### config.mk
export PLATFORM = sky130hd
export DESIGN_NAME = slow_clock_monitor_flat
export DESIGN_NICKNAME = d
export VERILOG_FILES = /design/src/rtl/slow_clock_monitor_pkg.sv /design/src/rtl/slow_clock_monitor_if.sv /design/src/rtl/slow_clock_monitor_sync_edge_detect.sv /design/src/rtl/slow_clock_monitor.sv /design/src/flat_wrapper.sv
export SDC_FILE = /design/constraint.sdc
export NUM_CORES = 1
export LEC_CHECK = 0
export CORE_ASPECT_RATIO = 1.4
export CORE_MARGIN = 3
export CORE_UTILIZATION = 45
export DETAILED_ROUTE_END_ITERATION = 8
export GPL_ROUTABILITY_DRIVEN = 0
export GPL_TIMING_DRIVEN = 1
export HOLD_SLACK_MARGIN = 0.15
export PLACE_DENSITY_LB_ADDON = 0.3
export SYNTH_ARGS = -nofsm -noshare
export SYNTH_HDL_FRONTEND = slang
export SYNTH_SLANG_ARGS = --single-unit
### constraint.sdc
create_clock -name clk -period 7 [get_ports clk]
set_input_delay 1.05 -clock clk [delete_from_list [all_inputs] [get_ports clk]]
set_output_delay 1.05 -clock clk [all_outputs]
set_load 0.05 [all_outputs]
### src/rtl/slow_clock_monitor_pkg.sv
// Shared types for the slow-clock monitor: FSM encoding and interval counter width.
package slow_clock_monitor_pkg;

    localparam int CNT_W = 23;

    typedef logic [CNT_W-1:0] cnt_t;

    typedef enum logic [1:0] {
        ACQUIRE = 2'd0,
        MEASURE = 2'd1,
        LOCKED  = 2'd2,
        LOST    = 2'd3
    } mon_state_e;

endpackage

### src/rtl/slow_clock_monitor_if.sv
// Status bundle driven by the monitor (master) and observed by the consumer (slave).
interface slow_clock_monitor_if;
    import slow_clock_monitor_pkg::*;

    logic tick_rise;
    logic tick_fall;
    cnt_t half_period;
    logic meas_valid;
    logic locked;
    logic err_fast;
    logic err_slow;
    logic lock_lost;

    modport master (
        output tick_rise, tick_fall, half_period, meas_valid,
        output locked, err_fast, err_slow, lock_lost
    );

    modport slave (
        input tick_rise, tick_fall, half_period, meas_valid,
        input locked, err_fast, err_slow, lock_lost
    );

endinterface

### src/rtl/slow_clock_monitor_sync_edge_detect.sv
// Two-flop synchronizer plus history flop; flags level changes of the async input.
// A fill shift register keeps the first level seen after reset from counting as an edge.
module sync_edge_detect (
    input  logic clk,
    input  logic reset,
    input  logic sig_i,
    output logic edge_o,
    output logic tick_rise_o,
    output logic tick_fall_o
);
    logic       sync1_q, sync2_q, hist_q;
    logic [2:0] fill_q;
    logic       tick_rise_q, tick_fall_q;

    // Edge only once history holds a synchronized value, so a high level at reset release is not a rise.
    assign edge_o = fill_q[2] && (sync2_q != hist_q);

    // Synchronizer, history, fill tracking and registered tick pulses.
    always_ff @(posedge clk or negedge reset) begin
        if (!reset) begin
            sync1_q     <= 1'b0;
            sync2_q     <= 1'b0;
            hist_q      <= 1'b0;
            fill_q      <= 3'b000;
            tick_rise_q <= 1'b0;
            tick_fall_q <= 1'b0;
        end else begin
            sync1_q     <= sig_i;
            sync2_q     <= sync1_q;
            hist_q      <= sync2_q;
            fill_q      <= {fill_q[1:0], 1'b1};
            tick_rise_q <= edge_o && sync2_q;
            tick_fall_q <= edge_o && !sync2_q;
        end
    end

    assign tick_rise_o = tick_rise_q;
    assign tick_fall_o = tick_fall_q;

endmodule

### src/rtl/slow_clock_monitor.sv
// Measures slow_clk half-periods in clk cycles and tracks lock against a nominal value.
module slow_clock_monitor
    import slow_clock_monitor_pkg::*;
#(
    parameter int EXPECTED_HALF = 6_250_000,
    parameter int TOL           = 62_500,
    parameter int LOCK_COUNT    = 4
) (
    input  logic clk,
    input  logic reset,
    input  logic slow_clk,
    input  logic clr_err,
    slow_clock_monitor_if.master mon
);
    localparam cnt_t LO     = cnt_t'(EXPECTED_HALF - TOL);
    localparam cnt_t HI     = cnt_t'(EXPECTED_HALF + TOL);
    localparam cnt_t SAT    = cnt_t'(EXPECTED_HALF + TOL + 1);
    localparam int   GOOD_W = $clog2(LOCK_COUNT + 1);
    localparam logic [GOOD_W-1:0] GOOD_MAX = GOOD_W'(LOCK_COUNT);

    mon_state_e        state_q, state_d;
    cnt_t              cnt_q, cnt_d, half_q;
    logic [GOOD_W-1:0] good_q, good_d;
    logic              meas_q, err_fast_q, err_slow_q, lock_lost_q;
    logic              edge_det, tick_rise, tick_fall;
    logic              meas, set_fast, set_slow, set_lost;
    logic              timeout, in_range, is_short;

    sync_edge_detect u_sync (
        .clk         (clk),
        .reset       (reset),
        .sig_i       (slow_clk),
        .edge_o      (edge_det),
        .tick_rise_o (tick_rise),
        .tick_fall_o (tick_fall)
    );

    assign timeout  = (cnt_q == SAT);
    assign in_range = (cnt_q >= LO) && (cnt_q <= HI);
    assign is_short = (cnt_q < LO);

    // Interval counter: restart at 1 on an edge, otherwise count up and hold at saturation.
    always_comb begin
        cnt_d = cnt_q;
        if (edge_det)        cnt_d = cnt_t'(1);
        else if (!timeout)   cnt_d = cnt_q + cnt_t'(1);
    end

    // Next-state and event decode; an edge takes priority over a coincident timeout.
    always_comb begin
        state_d  = state_q;
        good_d   = good_q;
        meas     = 1'b0;
        set_fast = 1'b0;
        set_slow = 1'b0;
        set_lost = 1'b0;
        case (state_q)
            ACQUIRE: begin
                if (edge_det) begin
                    state_d = MEASURE;
                    good_d  = '0;
                end
            end
            MEASURE: begin
                if (edge_det) begin
                    meas = 1'b1;
                    if (in_range) begin
                        if (good_q != GOOD_MAX) good_d = good_q + GOOD_W'(1);
                    end else begin
                        good_d   = '0;
                        set_fast = is_short;
                    end
                end else if (timeout) begin
                    set_slow = 1'b1;
                    state_d  = LOST;
                    good_d   = '0;
                end else if (good_q == GOOD_MAX) begin
                    state_d = LOCKED;
                end
            end
            LOCKED: begin
                if (edge_det) begin
                    meas = 1'b1;
                    if (!in_range) begin
                        state_d  = LOST;
                        set_lost = 1'b1;
                        set_fast = is_short;
                        good_d   = '0;
                    end
                end else if (timeout) begin
                    state_d  = LOST;
                    set_slow = 1'b1;
                    set_lost = 1'b1;
                    good_d   = '0;
                end
            end
            LOST: begin
                if (edge_det) begin
                    state_d = MEASURE;
                    good_d  = '0;
                end
            end
            default: state_d = ACQUIRE;
        endcase
    end

    // State, counter, measurement and sticky flags; a set event beats a same-cycle clear.
    always_ff @(posedge clk or negedge reset) begin
        if (!reset) begin
            state_q     <= ACQUIRE;
            cnt_q       <= '0;
            good_q      <= '0;
            half_q      <= '0;
            meas_q      <= 1'b0;
            err_fast_q  <= 1'b0;
            err_slow_q  <= 1'b0;
            lock_lost_q <= 1'b0;
        end else begin
            state_q     <= state_d;
            cnt_q       <= cnt_d;
            good_q      <= good_d;
            meas_q      <= meas;
            if (meas) half_q <= cnt_q;
            err_fast_q  <= set_fast | (err_fast_q  & ~clr_err);
            err_slow_q  <= set_slow | (err_slow_q  & ~clr_err);
            lock_lost_q <= set_lost | (lock_lost_q & ~clr_err);
        end
    end

    assign mon.tick_rise   = tick_rise;
    assign mon.tick_fall   = tick_fall;
    assign mon.half_period = half_q;
    assign mon.meas_valid  = meas_q;
    assign mon.locked      = (state_q == LOCKED);
    assign mon.err_fast    = err_fast_q;
    assign mon.err_slow    = err_slow_q;
    assign mon.lock_lost   = lock_lost_q;

endmodule

### src/flat_wrapper.sv
// flat-port wrapper written by rule: the top's interface ports become plain ports
module slow_clock_monitor_flat import slow_clock_monitor_pkg::*;
#(
    parameter int EXPECTED_HALF = 6_250_000,
    parameter int TOL           = 62_500,
    parameter int LOCK_COUNT    = 4
)
  (clk, reset, slow_clk, clr_err, mon_tick_rise, mon_tick_fall, mon_half_period, mon_meas_valid, mon_locked, mon_err_fast, mon_err_slow, mon_lock_lost);
  slow_clock_monitor_if mon_i ();
  input  logic clk;
  input  logic reset;
  input  logic slow_clk;
  input  logic clr_err;
  output wire logic [$bits(mon_i.tick_rise)-1:0] mon_tick_rise;
  output wire logic [$bits(mon_i.tick_fall)-1:0] mon_tick_fall;
  output wire logic [$bits(mon_i.half_period)-1:0] mon_half_period;
  output wire logic [$bits(mon_i.meas_valid)-1:0] mon_meas_valid;
  output wire logic [$bits(mon_i.locked)-1:0] mon_locked;
  output wire logic [$bits(mon_i.err_fast)-1:0] mon_err_fast;
  output wire logic [$bits(mon_i.err_slow)-1:0] mon_err_slow;
  output wire logic [$bits(mon_i.lock_lost)-1:0] mon_lock_lost;
  assign mon_tick_rise = mon_i.tick_rise;
  assign mon_tick_fall = mon_i.tick_fall;
  assign mon_half_period = mon_i.half_period;
  assign mon_meas_valid = mon_i.meas_valid;
  assign mon_locked = mon_i.locked;
  assign mon_err_fast = mon_i.err_fast;
  assign mon_err_slow = mon_i.err_slow;
  assign mon_lock_lost = mon_i.lock_lost;
  slow_clock_monitor #(.EXPECTED_HALF(EXPECTED_HALF), .TOL(TOL), .LOCK_COUNT(LOCK_COUNT)) u_core (.clk(clk), .reset(reset), .slow_clk(slow_clk), .clr_err(clr_err), .mon(mon_i));
endmodule
==> out/metrics.csv <==
metric,value,unit
fraction of layout cells with a size suffix above 1,7.37,%
CP Buf/Inv Count,2,
Post-synth EDFFs,0,
CTS Buffer Depth,2,
half-perimeter wire length after placement,4020,um
ant diodes,0,
worst vdd ir,0.230,mV
final-report setup violation count,0,
max capacitance violation total,0,
"Design Area, Final",0.00356,mm^2
WP data arrival,1940,ps
number of vias per cell,5.32,
Vias,2260,
register share of total power,42.3,%
worst slew pin tran,847,ps
DR pass1 iterations,4,
worst clock skew,7.30,ps
P_int,681,uW
Sink Count,63,
Resized cells post-CTS,0,
post-synthesis cell area,0.00303,mm^2
TritonCTS Buffers,9,
area post-placement,0.00335,mm^2
number of fill cells in the layout,587,
"Seq/Total Area, Yosys",52.0,%
Core Box Area,0.00638,mm^2
CP Capture Type,output pin,
RSZ-0062 raised after global routing,false,
Setup Buffers After CTS,0,
"area leader, netlist",dfrtp_1,
CTS tree,done,
Worst setup SP type,register,
Syn Area/Cell,9.48,um^2
Main synth FF type,dfrtp_1,
switching pwr,346,uW
PortBufs,33,
WS Path Type,register to output pin,
critical path data required time,5950,ps
Hold WC Path Type,register to register,
slowest cell on the critical path,clkdlybuf4s50_1,
"Distinct cells, synth",49,
first-pass GRT wire length,10200,um
run status,finished clean,
fin worst setup slack,4010,ps
gr usage total,17.2,%
Layout area overhead,17.4,%
max-slew violations,0,
Iteration-0 DRC Markers,114,
H-tree depth,3,
Layout Nets,360,
Top delay family on crit path,buffers and inverters,
Synth area leaders,"dfrtp_1 (52%), nand2_1 (11%), nor2_1 (3.8%)",
f_max,335,MHz
TNS Setup,0,ps
clock network fraction of design power,31.6,%
Die ar.,0.00778,mm^2
syn_nets,332,
# rows,34,
worst skew pair latency,330,ps
Sw Share,33.7,%
GRT overflow,0,
die width,75.4,um
crit-path max cell delay,850,ps
chip height,103,um
Final Hold Viols,0,
min cycle time layout,2990,ps
WL/cell,13.4,um
WL final,5680,um
# IOs,34,
vias in the first global route,2233,
ys async rst share,100,%
Synth top cells by count,"nand2_1 (86), dfrtp_1 (63), nor2_1 (31)",
worst reg-to-reg path cell count,6,
CTS Hold Bufs,0,
DP Worst Slack,4170,ps
Cells after Synth,320,
Cell Pwr Density,288,mW/mm^2
slew margin rel.,43.4,%
CP Max Fanout,6,
Initial Utilization,47.5,%
"antenna viol nets, final",0,
antenna violations before repair,0,
top-count cell post-synth,nand2_1,
clk slew on worst S/H paths,60,ps
Combinational Power Share,26.2,%
synthesized flop and latch total,63,
pin count of the biggest net entering global routing,64,
Final period util,42.7,%
Hold Path Depth,0,
clock root buffer,clkbuf_8,
crit-path cells,"inv_1, ha_1, clkdlybuf4s50_1",
YS warnings,0,
Leak,0.00168,uW
Remaining DRCs,0,
WP depth,3,
Synth top area share,52.0,%
## per-layer routing
metal,part of all wire [%],wire [um],vias to the layer above,track usage [%]
li1,-,-,1119,-
met1,44,2510,1083,21.5
met2,51,2890,45,27.7
met3,2.8,161,13,4.68
met4,2.2,123,0,7.40
met5,0,0,-,0
## placed cells by master (no fill, tap or decap), types with 3 or more instances in the layout
master,instances
nor2_1,31
mux2i_1,3
nand3_1,9
inv_1,13
a21oi_1,9
and2_1,3
nand4_1,6
nor4_1,3
xor2_1,13
dfrtp_1,63
o21ai_0,9
clkbuf_8,12
clkdlybuf4s50_1,32
xnor2_1,7
ha_1,8
nand2_1,86
## power by group through the flow
| stage | combinational, uW | sequential [uW] | clock [uW] |
|---|---|---|---|
| global placement | 268 | 440 | 0 |
| finish | 269 | 434 | 324 |
| floorplan | 162 | 482 | 0 |
| detailed placement | 272 | 441 | 0 |
| CTS | 273 | 435 | 331 |
| global route | 301 | 441 | 347 |
## sequential cells by signal, summed over array words and instances (netlist names)
name,flops
u_core.u_sync.sync1_q,1
u_core.state_q,2
u_core.u_sync.sync2_q,1
u_core.mon.half_period,23
u_core.u_sync.tick_rise_o,1
u_core.u_sync.hist_q,1
u_core.u_sync.tick_fall_o,1
u_core.good_q,3
u_core.u_sync.fill_q,3
u_core.mon.err_fast,1
u_core.mon.meas_valid,1
u_core.cnt_q,23
u_core.mon.lock_lost,1
u_core.mon.err_slow,1
## path summary, 6_finish.rpt
check | to | startpoint | slack (ps)
setup / recovery | mon_locked | u_core.state_q[0] | 4010
hold / removal | u_core.u_sync.fill_q[2] | u_core.u_sync.fill_q[1] | 350
setup reg to reg | u_core.mon.half_period[6] | u_core.u_sync.sync2_q | 4250
hold reg to reg | u_core.u_sync.fill_q[2] | u_core.u_sync.fill_q[1] | 350
max in group asynchronous | u_core.cnt_q[6] | reset | 5640
min in group asynchronous | u_core.good_q[0] | reset | 870
## metrics by stage
stage / hold WS (ps) / util, % / instances / total power [uW]
finish: 354 / 55.8 / 425 / 1030
global route: 366 / 55.8 / 425 / 1090
CTS: 358 / 55.8 / 425 / 1040
detailed placement: 338 / 52.5 / 409 / 713
global placement: 337 / 52.5 / 409 / 707
floorplan: 331 / - / 320 / 644
## layout make-up
cell class,instances,area (um^2),area share (%)
clock inverters,3,40.0,1.12
clock buffers,13,169,4.75
multi-input cells,227,1300,36.6
flip-flops and latches,63,1580,44.3
repair buffers,34,333,9.35
well taps,72,90.1,2.53
inverters,13,48.8,1.37
## worst register-to-register path, cell delays in order (launching register included)
cell	delay, ps
dfrtp_1	400
xor2_1	190
and2_2	550
nand2_1	650
inv_1	690
nand2_1	130
nand2_1	80
## cell families after synthesis
logic type | count (synthesis) | share of synthesized area [%]
mux | 4 | 1.36
buf+inv | 30 | 5.07
other cells | 1 | 0.124
compound gates | 35 | 7.47
fa+ha+maj | 8 | 3.30
simple gates | 159 | 24.9
xor+xnor | 20 | 5.78
flops | 63 | 52.0
Power figures use the tool's default switching activity.
